## src/rtl/digilent_basys3_pkg.sv

```systemverilog
// Shared UART state encodings and bit-timing helpers for the Basys3 echo design.
package digilent_basys3_pkg;

   typedef enum logic [2:0] {
      RX_IDLE,
      RX_START,
      RX_DATA,
      RX_STOP,
      RX_WAIT_IDLE
   } rx_state_e;

   typedef enum logic [1:0] {
      TX_IDLE,
      TX_START,
      TX_DATA,
      TX_STOP
   } tx_state_e;

   function automatic int unsigned clks_per_bit(input int unsigned clk_freq_hz,
                                                input int unsigned baud);
      return clk_freq_hz / baud;
   endfunction

   // Counters run 0..CLKS_PER_BIT-1; keep at least one bit for tiny ratios.
   function automatic int unsigned bit_cnt_width(input int unsigned cpb);
      return (cpb > 1) ? $clog2(cpb) : 1;
   endfunction

endpackage

```

## src/rtl/uart_rx.sv

```systemverilog
// 8N1 UART receiver: input synchronizer, mid-bit sampling FSM, one-cycle
// rx_valid / frame_err pulses.
module uart_rx
   import digilent_basys3_pkg::*;
#(
   parameter int unsigned CLKS_PER_BIT = 868
) (
   input  logic       clk_i,
   input  logic       rst_i,
   input  logic       rx_i,
   output logic       rx_valid_o,
   output logic [7:0] rx_data_o,
   output logic       frame_err_o
);

   localparam int unsigned CW   = bit_cnt_width(CLKS_PER_BIT);
   localparam int unsigned HALF = (CLKS_PER_BIT >= 2) ? CLKS_PER_BIT / 2 : 1;
   localparam logic [CW-1:0] BIT_LAST  = CW'(CLKS_PER_BIT - 1);
   localparam logic [CW-1:0] HALF_LAST = CW'(HALF - 1);

   logic          rx_meta_q, rx_sync_q, rx_prev_q;
   rx_state_e     state_q;
   logic [CW-1:0] cnt_q;
   logic [2:0]    bit_q;
   logic [7:0]    shift_q;

   // Two-flop synchronizer plus one delayed copy for falling-edge detection.
   always_ff @(posedge clk_i or posedge rst_i) begin
      if (rst_i) begin
         rx_meta_q <= 1'b1;
         rx_sync_q <= 1'b1;
         rx_prev_q <= 1'b1;
      end else begin
         rx_meta_q <= rx_i;
         rx_sync_q <= rx_meta_q;
         rx_prev_q <= rx_sync_q;
      end
   end

   always_ff @(posedge clk_i or posedge rst_i) begin
      if (rst_i) begin
         state_q     <= RX_IDLE;
         cnt_q       <= '0;
         bit_q       <= '0;
         shift_q     <= '0;
         rx_valid_o  <= 1'b0;
         rx_data_o   <= '0;
         frame_err_o <= 1'b0;
      end else begin
         rx_valid_o  <= 1'b0;
         frame_err_o <= 1'b0;
         case (state_q)
            RX_IDLE: begin
               if (rx_prev_q && !rx_sync_q) begin
                  state_q <= RX_START;
                  cnt_q   <= '0;
               end
            end
            RX_START: begin
               if (cnt_q == HALF_LAST) begin
                  cnt_q   <= '0;
                  bit_q   <= '0;
                  state_q <= rx_sync_q ? RX_IDLE : RX_DATA;
               end else begin
                  cnt_q <= cnt_q + 1'b1;
               end
            end
            RX_DATA: begin
               if (cnt_q == BIT_LAST) begin
                  cnt_q   <= '0;
                  shift_q <= {rx_sync_q, shift_q[7:1]};
                  if (bit_q == 3'd7) state_q <= RX_STOP;
                  else               bit_q   <= bit_q + 3'd1;
               end else begin
                  cnt_q <= cnt_q + 1'b1;
               end
            end
            RX_STOP: begin
               if (cnt_q == BIT_LAST) begin
                  cnt_q <= '0;
                  if (rx_sync_q) begin
                     rx_valid_o <= 1'b1;
                     rx_data_o  <= shift_q;
                     state_q    <= RX_IDLE;
                  end else begin
                     frame_err_o <= 1'b1;
                     state_q     <= RX_WAIT_IDLE;
                  end
               end else begin
                  cnt_q <= cnt_q + 1'b1;
               end
            end
            RX_WAIT_IDLE: begin
               if (rx_sync_q) state_q <= RX_IDLE;
            end
            default: state_q <= RX_IDLE;
         endcase
      end
   end

endmodule

```

## src/rtl/digilent_basys3.sv

```systemverilog
// Basys3 UART echo: received bytes shown on LEDs, counted, and echoed back
// through a transmitter with a one-entry holding register.
module digilent_basys3
   import digilent_basys3_pkg::*;
#(
   parameter int unsigned CLK_FREQ_HZ = 100_000_000,
   parameter int unsigned BAUD        = 115_200
) (
   input  logic clk100,
   input  logic user_btnc,
   input  logic serial_rx,
   output logic serial_tx,
   output logic user_led0,
   output logic user_led1,
   output logic user_led2,
   output logic user_led3,
   output logic user_led4,
   output logic user_led5,
   output logic user_led6,
   output logic user_led7,
   output logic user_led8,
   output logic user_led9,
   output logic user_led10,
   output logic user_led11,
   output logic user_led12,
   output logic user_led13,
   output logic user_led14,
   output logic user_led15
);

   localparam int unsigned CPB = clks_per_bit(CLK_FREQ_HZ, BAUD);
   localparam int unsigned CW  = bit_cnt_width(CPB);
   localparam logic [CW-1:0] BIT_LAST = CW'(CPB - 1);

   // Reset asserts asynchronously and releases two clock edges later.
   logic [1:0] rst_sync_q;
   logic       rst;

   always_ff @(posedge clk100 or posedge user_btnc) begin
      if (user_btnc) rst_sync_q <= 2'b11;
      else           rst_sync_q <= {rst_sync_q[0], 1'b0};
   end
   assign rst = rst_sync_q[1];

   logic       rx_valid;
   logic [7:0] rx_data;
   logic       frame_err;

   uart_rx #(.CLKS_PER_BIT(CPB)) u_rx (
      .clk_i       (clk100),
      .rst_i       (rst),
      .rx_i        (serial_rx),
      .rx_valid_o  (rx_valid),
      .rx_data_o   (rx_data),
      .frame_err_o (frame_err)
   );

   tx_state_e     tx_state_q;
   logic [CW-1:0] tx_cnt_q;
   logic [2:0]    tx_bit_q;
   logic [7:0]    tx_shift_q;
   logic          tx_q;
   logic [7:0]    hold_q;
   logic          hold_full_q;
   logic          tx_done_c, take_direct_c, drain_c, capture_c;

   // A new byte goes straight out if the line is free, else into the holding slot.
   assign tx_done_c     = (tx_state_q == TX_STOP) && (tx_cnt_q == BIT_LAST);
   assign take_direct_c = rx_valid && ((tx_state_q == TX_IDLE) || (tx_done_c && !hold_full_q));
   assign drain_c       = tx_done_c && hold_full_q;
   assign capture_c     = rx_valid && !take_direct_c && (!hold_full_q || drain_c);

   always_ff @(posedge clk100 or posedge rst) begin
      if (rst) begin
         tx_state_q  <= TX_IDLE;
         tx_cnt_q    <= '0;
         tx_bit_q    <= '0;
         tx_shift_q  <= '0;
         tx_q        <= 1'b1;
         hold_q      <= '0;
         hold_full_q <= 1'b0;
      end else begin
         case (tx_state_q)
            TX_IDLE: begin
               tx_q <= 1'b1;
               if (take_direct_c) begin
                  tx_state_q <= TX_START;
                  tx_cnt_q   <= '0;
                  tx_shift_q <= rx_data;
                  tx_q       <= 1'b0;
               end
            end
            TX_START: begin
               if (tx_cnt_q == BIT_LAST) begin
                  tx_cnt_q   <= '0;
                  tx_bit_q   <= '0;
                  tx_state_q <= TX_DATA;
                  tx_q       <= tx_shift_q[0];
               end else begin
                  tx_cnt_q <= tx_cnt_q + 1'b1;
               end
            end
            TX_DATA: begin
               if (tx_cnt_q == BIT_LAST) begin
                  tx_cnt_q <= '0;
                  if (tx_bit_q == 3'd7) begin
                     tx_state_q <= TX_STOP;
                     tx_q       <= 1'b1;
                  end else begin
                     tx_bit_q   <= tx_bit_q + 3'd1;
                     tx_shift_q <= {1'b0, tx_shift_q[7:1]};
                     tx_q       <= tx_shift_q[1];
                  end
               end else begin
                  tx_cnt_q <= tx_cnt_q + 1'b1;
               end
            end
            TX_STOP: begin
               if (tx_cnt_q == BIT_LAST) begin
                  tx_cnt_q <= '0;
                  if (drain_c || take_direct_c) begin
                     tx_state_q <= TX_START;
                     tx_shift_q <= drain_c ? hold_q : rx_data;
                     tx_q       <= 1'b0;
                  end else begin
                     tx_state_q <= TX_IDLE;
                     tx_q       <= 1'b1;
                  end
               end else begin
                  tx_cnt_q <= tx_cnt_q + 1'b1;
               end
            end
            default: tx_state_q <= TX_IDLE;
         endcase
         if (drain_c) hold_full_q <= 1'b0;
         if (capture_c) begin
            hold_q      <= rx_data;
            hold_full_q <= 1'b1;
         end
      end
   end

   logic [7:0] led_byte_q;
   logic [6:0] led_cnt_q;
   logic       led_err_q;

   always_ff @(posedge clk100 or posedge rst) begin
      if (rst) begin
         led_byte_q <= '0;
         led_cnt_q  <= '0;
         led_err_q  <= 1'b0;
      end else begin
         if (rx_valid) begin
            led_byte_q <= rx_data;
            led_cnt_q  <= led_cnt_q + 7'd1;
         end
         if (frame_err) led_err_q <= 1'b1;
      end
   end

   assign serial_tx = tx_q;
   assign {user_led15, user_led14, user_led13, user_led12, user_led11, user_led10,
           user_led9, user_led8, user_led7, user_led6, user_led5, user_led4,
           user_led3, user_led2, user_led1, user_led0} = {led_err_q, led_cnt_q, led_byte_q};

endmodule

```

## config.mk

```make
export PLATFORM = sky130hd
export DESIGN_NAME = digilent_basys3
export DESIGN_NICKNAME = d
export VERILOG_FILES = /design/src/rtl/digilent_basys3_pkg.sv /design/src/rtl/uart_rx.sv /design/src/rtl/digilent_basys3.sv
export SDC_FILE = /design/constraint.sdc
export NUM_CORES = 1
export LEC_CHECK = 0
export BUFFER_PORTS_ARGS = -buffer_cell sky130_fd_sc_hd__buf_4
export CAP_MARGIN = 20
export CORE_MARGIN = 2
export CORE_UTILIZATION = 60
export CTS_BUF_LIST = sky130_fd_sc_hd__clkbuf_4 sky130_fd_sc_hd__clkbuf_8 sky130_fd_sc_hd__clkbuf_16
export CTS_CLUSTER_DIAMETER = 200
export DETAILED_ROUTE_END_ITERATION = 16
export PLACE_DENSITY = 0.81
export RECOVER_POWER = 25
export SYNTH_ARGS = -nofsm -noshare
export SYNTH_HDL_FRONTEND = slang
export SYNTH_HIERARCHICAL = 1
export SYNTH_SLANG_ARGS = --single-unit
```

## constraint.sdc

```tcl
create_clock -name clk100 -period 4.55 [get_ports clk100]
set_input_delay 0.6825 -clock clk100 [delete_from_list [all_inputs] [get_ports clk100]]
set_output_delay 0.6825 -clock clk100 [all_outputs]
set_load 0.1 [all_outputs]
```

==> results by group, run 1 <==
STA
  – Period Utilization, post-route: 59.4%
  – Summed negative setup slack over all endpoints: 0 ns
  – Number of failing setup endpoints in the final timing report: 0
  – Unrepaired setup endpoints after global routing: no
  – Number of max-slew violations in the final report: 46
  – Clock tree skew after final layout: 0.0106 ns
  – Transition at the pin with the smallest max-transition slack: 2.33 ns
  – Peak clock frequency supported by timing: 0.370 GHz
  – Max-slew headroom: -55.3%
  – Hold Vio Cnt, Final: 0
  – Final critical path time including I/O delays and setup: 2.70 ns

Logic synthesis
  – Post-Synth Simple-Gate Area: 14.5%
  – Area fraction of the dominant cell type after synthesis: 46.8%
  – Async set-or-reset flop fraction in the synthesized netlist: 100%
  – Distinct cell type count of the synthesized netlist: 71
  – Sequential fraction of the synthesis area: 50.3%
  – Flip-flop and latch count after synthesis: 88
  – Post-synthesis compound-gate area fraction: 13.2%
  – Predominant post-synthesis flop cell: sky130_fd_sc_hd__dfrtp_1
  – Cell types occupying the most area after synthesis: sky130_fd_sc_hd__dfrtp_1 47%, sky130_fd_sc_hd__mux2_2 7.2%, sky130_fd_sc_hd__dfstp_2 3.6%
  – Multiplexer area fraction after synthesis: 12.7%
  – Net count of the mapped netlist: 399
  – Average cell area after synthesis: 11.4 um^2
  – Xor-xnor portion of the synthesized cell area: 1.80%
  – Cell type contributing the most total cell area after synthesis: sky130_fd_sc_hd__dfrtp_1
  – Synth Cell Area: 4390 um^2
  – Largest family of logic cells by synthesized area: simple AND/OR/NAND/NOR gates
  – Number of flops mapped to enable cells by yosys: 0
  – Yosys Warn Count: 6
  – Number of cells produced by synthesis: 384
  – Area share of fa/ha/maj cells after synthesis: 3.65%

Finish
  – Area Growth Syn to Fin: 8.84%
  – Share of the core filled with cells: 66.6%
  – Net count of the finished layout: 416
  – Fraction of final layout cells sized beyond drive strength 1: 23.6%
  – Most common cell after layout, fill and taps aside: sky130_fd_sc_hd__dfrtp_1
  – Antenna cells: 0
  – Commonest non-fill, non-tap cells in the layout: 82 x sky130_fd_sc_hd__dfrtp_1, 34 x sky130_fd_sc_hd__nand2_1, 28 x sky130_fd_sc_hd__mux2_2, 21 x sky130_fd_sc_hd__inv_1, 21 x sky130_fd_sc_hd__o21ai_0

Global routing
  – Pin count of the biggest net entering global routing: 50
  – Via count of the first global-routing pass: 2778
  – Number of antenna violations at the first check in global routing: 0
  – Final global-route overflow total: 0
  – Global-route wire length before repair: 13.5 mm
  – Total GRT Usage: 22.1%

Power and ir drop
  – Largest voltage drop on the vdd net: 0.202 mV
  – Share of total power in combinational logic: 3.9%
  – Cell internal power dissipation: 0.00103 W
  – Switching pwr: 0.000371 W
  – Power Dens Cells: 293 nW/um^2
  – Switching fraction of total power: 26.5%
  – Fraction of power consumed by sequential logic: 57.9%
  – Clock network fraction of total power: 38.3%
  – Leakage power total: 2.21 nW

Critical path
  – Signal arrival time at the worst endpoint: 2.96 ns
  – Data required time at the worst endpoint: 4.80 ns
  – Cell breakdown of the critical path: nor4bb_1 -> a41oi_1 -> a211oi_4 -> mux2_4
  – Highest-delay cell along the critical path: sky130_fd_sc_hd__nor4bb_1
  – Critical Path Start Type: flop
  – Kind of cell with the highest combined delay on the critical path: compound AO/OA/AOI/OAI gates
  – Number of buffer and inverter stages on the critical path: 0
  – Sort of element at the end of the critical path: flop
  – Largest fanout on the critical path: 8
  – Delay contributed by the slowest stage of the critical path: 0.89 ns
  – Startpoint of the worst setup timing path: tx_cnt_q[2]$_DFFE_PP0P_
  – Critical setup path kind: flop to flop
  – R2r startpoint: tx_cnt_q[2]$_DFFE_PP0P_

Routing
  – Remaining DRCs: 0
  – Total length of routed wires: 8.15 mm
  – Mean routed wirelength per cell: 16.1 um
  – Met3 WL post-DR: 342 um
  – Number of vias per cell: 5.97
  – DR iter-0 viols: 294
  – Highest signal layer in the routed design: met4
  – Met1 Wirelength: 3.74 mm
  – Antenna-violating nets left: 0
  – Total iterations of the first detailed-routing run: 5
  – Number of vias after detailed routing: 3014
  – Met2 wire length: 3.93 mm

Placed design
  – Routability cong.: 0.880
  – HPWL Detailed: 5.67 mm
  – Count of buffers from port buffering: 19

Floorplanning
  – Die area: 8020 um^2
  – Die width: 89.5 um
  – Std-Cell Rows: 31
  – Die outline height: 89.5 um
  – Initial standard-cell utilization of the core: 61.2%
  – Core area: 7180 um^2
  – Top-Level Pins: 20

Clock tree
  – Clock tree from TritonCTS: built
  – Clock latency reported for the late side of the worst-skew pair: 0.36 ns
  – CTS clock-pin slew for the worst setup and hold paths: 0.10 ns
  – Post-CTS Setup Repair Bufs: 0
  – Clock sink count: 88
  – Clock buffer count from CTS: 9
  – Library cell used as clock root buffer: sky130_fd_sc_hd__clkbuf_8
  – Post-cts gate resize count: 0
  – Hold bufs inserted after CTS: 0
  – Maximum number of buffers from clock root to sink: 2
  – Number of levels in the clock H-tree: 3

Status
  – Violations in the final reports: max-capacitance violations, max-slew violations
  – Run status: complete, but fails checks

Min path
  – Worst min-delay path category: flop to asynchronous set/reset pin

Job
  – Max-cap violations: 1
## final cells by class
class / instances / area (um^2)
Clock buffer: 9 / 124
Clock inverter: 7 / 70.1
Fill cell: 536 / 2400
Inverter: 21 / 78.8
Multi-Input combinational cell: 260 / 2020
Sequential cell: 88 / 2210
Tap cell: 99 / 124
Timing Repair Buffer: 21 / 154
## cells in the mapped netlist (3+ instances only)
master,number
sky130_fd_sc_hd__a21o_1,3
sky130_fd_sc_hd__a21oi_1,4
sky130_fd_sc_hd__a222oi_1,6
sky130_fd_sc_hd__a22o_1,4
sky130_fd_sc_hd__a22oi_1,3
sky130_fd_sc_hd__a32oi_1,3
sky130_fd_sc_hd__a41oi_1,6
sky130_fd_sc_hd__and3_2,3
sky130_fd_sc_hd__clkbuf_1,7
sky130_fd_sc_hd__dfrtp_1,82
sky130_fd_sc_hd__dfstp_2,6
sky130_fd_sc_hd__ha_1,12
sky130_fd_sc_hd__inv_1,21
sky130_fd_sc_hd__mux2_2,28
sky130_fd_sc_hd__mux2_4,10
sky130_fd_sc_hd__mux2i_1,9
sky130_fd_sc_hd__nand2_1,34
sky130_fd_sc_hd__nand2b_1,7
sky130_fd_sc_hd__nand3_1,7
sky130_fd_sc_hd__nand4_1,4
sky130_fd_sc_hd__nor2_1,14
sky130_fd_sc_hd__nor2b_1,7
sky130_fd_sc_hd__nor3_1,10
sky130_fd_sc_hd__nor3b_1,3
sky130_fd_sc_hd__nor4_1,4
sky130_fd_sc_hd__o21ai_0,21
sky130_fd_sc_hd__o31ai_1,4
sky130_fd_sc_hd__xnor2_1,5
sky130_fd_sc_hd__xor2_1,4
## power by group through the flow
stage	clock [W]	combinational, W	sequential, W
floorplan	0	0.0000446	0.000819
global placement	0	0.0000520	0.000824
detailed placement	0	0.0000547	0.000825
CTS	0.000544	0.0000547	0.000810
global route	0.000581	0.0000623	0.000812
finish	0.000535	0.0000539	0.000810
## flip-flops by register name (all words and copies together), names as in the netlist, 3 cells and up
name,cells
tx_bit_q,3
u_rx/shift_q,8
tx_cnt_q,10
led_cnt_q,7
u_rx/bit_q,3
u_rx/cnt_q,10
led_byte_q,8
u_rx/rx_data_o,8
u_rx/state_q,3
tx_shift_q,8
hold_q,8
## logic make-up after synthesis
logic type / count (synthesis)
adders and majority gates: 13
xor gates and xnor gates: 9
muxes: 47
DFF: 88
buffers and inverters: 36
AOI/OAI and AO/OA: 76
other: 1
and+or+nand+nor: 114
## per-layer routing
metal	track usage (%)	vias up
met5	0	-
met4	7.06	0
met3	4.80	13
met2	33.9	73
met1	31.7	1492
li1	-	1436
## per-stage QoR
step	instances	hold WS [ns]	setup WS, ns	total power (W)	area [um^2]
after global routing	505	0.184	1.29	0.00146	4780
after global placement	488	0.347	1.98	0.000876	4580
after floorplan	384	0.345	2.13	0.000864	4390
after detailed placement	488	0.352	1.91	0.000880	4580
final	505	0.157	1.85	0.00140	4780
after CTS	504	0.316	1.90	0.00141	4770
## path summary, 6_finish.rpt
kind | end | slack [ns] | depth (start not counted)
setup reg to reg | tx_shift_q[4]$_DFFE_PP0P_ | 1.85 | 4
hold / removal | led_byte_q[4]$_DFFE_PP0P_ | 0.16 | 1
max in group asynchronous | tx_state_q[1]$_DFFE_PP0P_ | 1.94 | 2
min in group clk100 | rst_sync_q[1]$_DFF_PP1_ | 0.36 | 0
setup / recovery | tx_shift_q[4]$_DFFE_PP0P_ | 1.85 | 4
hold reg to reg | led_byte_q[4]$_DFFE_PP0P_ | 0.16 | 1
(Power assumes the default switching activity.)
==> run 2, diff against run 1 <==
--- a/config.mk
+++ b/config.mk
@@ -5,14 +5,15 @@
 export SDC_FILE = /design/constraint.sdc
 export NUM_CORES = 1
 export LEC_CHECK = 0
+export ABC_AREA = 1
 export BUFFER_PORTS_ARGS = -buffer_cell sky130_fd_sc_hd__buf_4
 export CAP_MARGIN = 20
 export CORE_MARGIN = 2
-export CORE_UTILIZATION = 60
+export CORE_UTILIZATION = 56
 export CTS_BUF_LIST = sky130_fd_sc_hd__clkbuf_4 sky130_fd_sc_hd__clkbuf_8 sky130_fd_sc_hd__clkbuf_16
 export CTS_CLUSTER_DIAMETER = 200
 export DETAILED_ROUTE_END_ITERATION = 16
-export PLACE_DENSITY = 0.81
+export PLACE_DENSITY = 0.79
 export RECOVER_POWER = 25
 export SYNTH_ARGS = -nofsm -noshare
 export SYNTH_HDL_FRONTEND = slang
==> constraint.sdc (replaced) <==
create_clock -name clk100 -period 2.2 [get_ports clk100]
set_input_delay 0.33 -clock clk100 [delete_from_list [all_inputs] [get_ports clk100]]
set_output_delay 0.33 -clock clk100 [all_outputs]
set_load 0.1 [all_outputs]
==> results by group, run 2 <==
Global routing
  – Number of antenna violations at the first check in global routing: 0 (unchanged)
  – Total GRT Usage: 21.6% (was 22.1%)
  – Final global-route overflow total: 0 (unchanged)
  – Global-route wire length before repair: 15.2 mm (was 13.5 mm)
  – Pin count of the biggest net entering global routing: 38 (was 50)
  – Via count of the first global-routing pass: 3406 (was 2778)

Logic synthesis
  – Most frequent cells after synthesis: 151 x sky130_fd_sc_hd__nand2_1, 82 x sky130_fd_sc_hd__dfrtp_1, 63 x sky130_fd_sc_hd__inv_1, 50 x sky130_fd_sc_hd__nor2_1 (was 82 x sky130_fd_sc_hd__dfrtp_1, 34 x sky130_fd_sc_hd__nand2_1, 28 x sky130_fd_sc_hd__mux2_2, 21 x sky130_fd_sc_hd__inv_1, 21 x sky130_fd_sc_hd__o21ai_0)
  – Cell types occupying the most area after synthesis: sky130_fd_sc_hd__dfrtp_1 45%, sky130_fd_sc_hd__nand2_1 12%, sky130_fd_sc_hd__inv_1 5.1% (was sky130_fd_sc_hd__dfrtp_1 47%, sky130_fd_sc_hd__mux2_2 7.2%, sky130_fd_sc_hd__dfstp_2 3.6%)
  – Area fraction of the dominant cell type after synthesis: 44.5% (was 46.8%)
  – Synth Cell Area: 4610 um^2 (was 4390 um^2)
  – Yosys Warn Count: 6 (unchanged)
  – Distinct cell type count of the synthesized netlist: 41 (was 71)
  – Number of cells produced by synthesis: 556 (was 384)
  – Predominant post-synthesis flop cell: sky130_fd_sc_hd__dfrtp_1 (unchanged)
  – Sequential fraction of the synthesis area: 47.9% (was 50.3%)
  – Number of flops mapped to enable cells by yosys: 0 (unchanged)
  – Cell type contributing the most total cell area after synthesis: sky130_fd_sc_hd__dfrtp_1 (unchanged)
  – Net count of the mapped netlist: 571 (was 399)
  – Average cell area after synthesis: 8.29 um^2 (was 11.4 um^2)
  – Async set-or-reset flop fraction in the synthesized netlist: 100% (unchanged)
  – Flip-flop and latch count after synthesis: 88 (unchanged)
  – Library cell with the highest instance count after synthesis: sky130_fd_sc_hd__nand2_1 (was sky130_fd_sc_hd__dfrtp_1)

Placed design
  – Count of buffers from port buffering: 19 (unchanged)
  – Placed instance count: 672 (was 488)
  – Routability cong.: 0.856 (was 0.880)
  – HPWL Detailed: 6.29 mm (was 5.67 mm)

Critical path
  – Critical setup path kind: flop to flop (unchanged)
  – Largest fanout on the critical path: 14 (was 8)
  – Data required time at the worst endpoint: 2.50 ns (was 4.80 ns)
  – Startpoint of the worst setup timing path: tx_state_q[0]$_DFFE_PP0P_ (was tx_cnt_q[2]$_DFFE_PP0P_)
  – R2r startpoint: tx_state_q[0]$_DFFE_PP0P_ (was tx_cnt_q[2]$_DFFE_PP0P_)
  – Critical Path Start Type: flop (unchanged)
  – Signal arrival time at the worst endpoint: 2.29 ns (was 2.96 ns)
  – Sort of element at the end of the critical path: flop (unchanged)

Finish
  – Antenna cells: 0 (unchanged)
  – Share of the core filled with cells: 62.4% (was 66.6%)
  – Count of non-filler cells in the finished layout: 689 (was 505)
  – Fraction of final layout cells sized beyond drive strength 1: 15.8% (was 23.6%)
  – Most common cell after layout, fill and taps aside: sky130_fd_sc_hd__nand2_1 (was sky130_fd_sc_hd__dfrtp_1)
  – Net count of the finished layout: 594 (was 416)
  – Largest regs: tx_cnt_q x10, u_rx/cnt_q x10 (unchanged)
  – Area Growth Syn to Fin: 9.64% (was 8.84%)
  – Commonest non-fill, non-tap cells in the layout: 151 x sky130_fd_sc_hd__nand2_1, 82 x sky130_fd_sc_hd__dfrtp_1, 63 x sky130_fd_sc_hd__inv_1, 50 x sky130_fd_sc_hd__nor2_1 (was 82 x sky130_fd_sc_hd__dfrtp_1, 34 x sky130_fd_sc_hd__nand2_1, 28 x sky130_fd_sc_hd__mux2_2, 21 x sky130_fd_sc_hd__inv_1, 21 x sky130_fd_sc_hd__o21ai_0)

Floorplanning
  – Core area: 8090 um^2 (was 7180 um^2)
  – Die outline height: 94.7 um (was 89.5 um)
  – Die width: 94.7 um (was 89.5 um)
  – Initial standard-cell utilization of the core: 57.0% (was 61.2%)
  – Die area: 8970 um^2 (was 8020 um^2)
  – Top-Level Pins: 20 (unchanged)
  – Std-Cell Rows: 33 (was 31)

Power and ir drop
  – Largest voltage drop on the vdd net: 0.649 mV (was 0.202 mV)
  – Overall power consumption: 0.00359 W (was 0.00140 W)
  – Leakage power total: 2.46 nW (was 2.21 nW)
  – Power Dens Cells: 710 nW/um^2 (was 293 nW/um^2)

Routing
  – Number of vias per cell: 5.37 (was 5.97)
  – Total iterations of the first detailed-routing run: 5 (unchanged)
  – Remaining DRCs: 0 (unchanged)
  – Mean routed wirelength per cell: 12.7 um (was 16.1 um)
  – Number of vias after detailed routing: 3700 (was 3014)
  – Antenna-violating nets left: 0 (unchanged)
  – DR iter-0 viols: 220 (was 294)
  – Total length of routed wires: 8.76 mm (was 8.15 mm)

Min path
  – Critical hold path startpoint: serial_rx
  – Worst min-delay path category: primary input to flop (was flop to asynchronous set/reset pin)

STA
  – Final critical path time including I/O delays and setup: 1.99 ns (was 2.70 ns)
  – Hold Vio Cnt, Final: 0 (unchanged)
  – Unrepaired setup endpoints after global routing: no (unchanged)
  – Summed negative setup slack over all endpoints: 0 ns (unchanged)
  – Number of failing setup endpoints in the final timing report: 0 (unchanged)
  – Number of max-slew violations in the final report: 0 (was 46)
  – Clock tree skew after final layout: 0.00808 ns (was 0.0106 ns)
  – Period Utilization, post-route: 90.6% (was 59.4%)
  – Peak clock frequency supported by timing: 0.501 GHz (was 0.370 GHz)
  – Max-slew headroom: 40.2% (was -55.3%)
  – Transition at the pin with the smallest max-transition slack: 0.897 ns (was 2.33 ns)

Clock tree
  – CTS clock-pin slew for the worst setup and hold paths: 0.08 ns (was 0.10 ns)
  – Clock buffer count from CTS: 9 (unchanged)
  – Clock sink count: 88 (unchanged)
  – Clock latency reported for the late side of the worst-skew pair: 0.36 ns (about the same)
  – Post-CTS Setup Repair Bufs: 0 (unchanged)
  – Library cell used as clock root buffer: sky130_fd_sc_hd__clkbuf_8 (unchanged)
  – Clock tree from TritonCTS: built (unchanged)
  – Hold bufs inserted after CTS: 1 (was 0)
  – Maximum number of buffers from clock root to sink: 2 (unchanged)
  – Number of levels in the clock H-tree: 3 (unchanged)
  – Post-cts gate resize count: 0 (unchanged)

Status
  – Run status: complete, no violations (was complete, but fails checks)

Job
  – Max-cap violations: 0 (was 1)
run 2: changes by cell type after synthesis, sizes merged, moves of 7 or more:
cell,before,now
nand2b,7,0
nor2,14,61
nand4,4,15
mux2,38,0
nand2,34,159
inv,21,71
nor2b,7,0
o21ai,22,57
mux2i,9,0
nand3,7,33
run 2: per-stage QoR:
stage | worst slack (ns) | hold slack, ns | area, um^2
3_3_place_gp | 0.292 | 0.200 | 4830
2_1_floorplan | 0.385 | 0.242 | 4610
3_5_place_dp | 0.259 | 0.204 | 4830
6_report | 0.206 | 0.0774 | 5050
5_1_grt | 0.0543 | 0.0611 | 5050
4_1_cts | 0.234 | 0.0675 | 5060
run 2: logic make-up (layout without fill, tap and decap cells):
logic type,Yosys count,in the layout,share of synthesized area (%)
buf+inv,85,113,7.87
compound gates,82,82,10.5
xor+xnor,14,14,2.66
flops,88,88,47.9
fa+ha+maj,12,12,3.26
simple gates,274,274,27.7
other cells,1,1,0.0814
run 2: area by class of cell:
class | instances | area (um^2)
Fill cell | 675 | 3040
Sequential cell | 88 | 2210
Multi-Input combinational cell | 383 | 2040
Inverter | 74 | 284
Timing Repair Buffer | 23 | 173
Tap cell | 105 | 131
Clock buffer | 9 | 124
Clock inverter | 7 | 95.1
run 2: critical path, cell delays in order (launching register included):
cell,delay (ns)
sky130_fd_sc_hd__dfrtp_1,0.41
sky130_fd_sc_hd__ha_1,0.55
sky130_fd_sc_hd__nand4_2,0.46
sky130_fd_sc_hd__nand2_1,0.16
sky130_fd_sc_hd__nand2_1,0.06
sky130_fd_sc_hd__o21ai_1,0.16
sky130_fd_sc_hd__nand2_1,0.07
sky130_fd_sc_hd__nand2_1,0.06
run 2: path summary, 6_finish.rpt:
kind | to | slack, ns | cells after the start
worst max-delay path | tx_shift_q[6]$_DFFE_PP0P_ | 0.21 | 7
worst min-delay path | u_rx/rx_meta_q$_DFF_PP1_ | 0.08 | 1
worst max register to register | tx_shift_q[6]$_DFFE_PP0P_ | 0.21 | 7
worst min register to register | tx_cnt_q[6]$_DFFE_PP0P_ | 0.28 | 1
max in group asynchronous | hold_q[5]$_DFFE_PP0P_ | 1.08 | 2
min in group asynchronous | tx_cnt_q[6]$_DFFE_PP0P_ | 0.28 | 1
run 2: per-layer routing:
metal	up-vias	track usage (%)	wire length, um
met5	-	0	0
met4	0	7.37	104
met3	12	5.11	431
met2	89	35.4	4280
met1	1758	28.1	3940
li1	1841	-	-
run 2: where the power goes:
part	total [W]	internal [W]	switching (W)
Sequential	0.00178	0.00169	0.0000935
Clock	0.00121	0.000641	0.000570
Combinational	0.000593	0.000175	0.000418
Total	0.00359	0.00251	0.00108
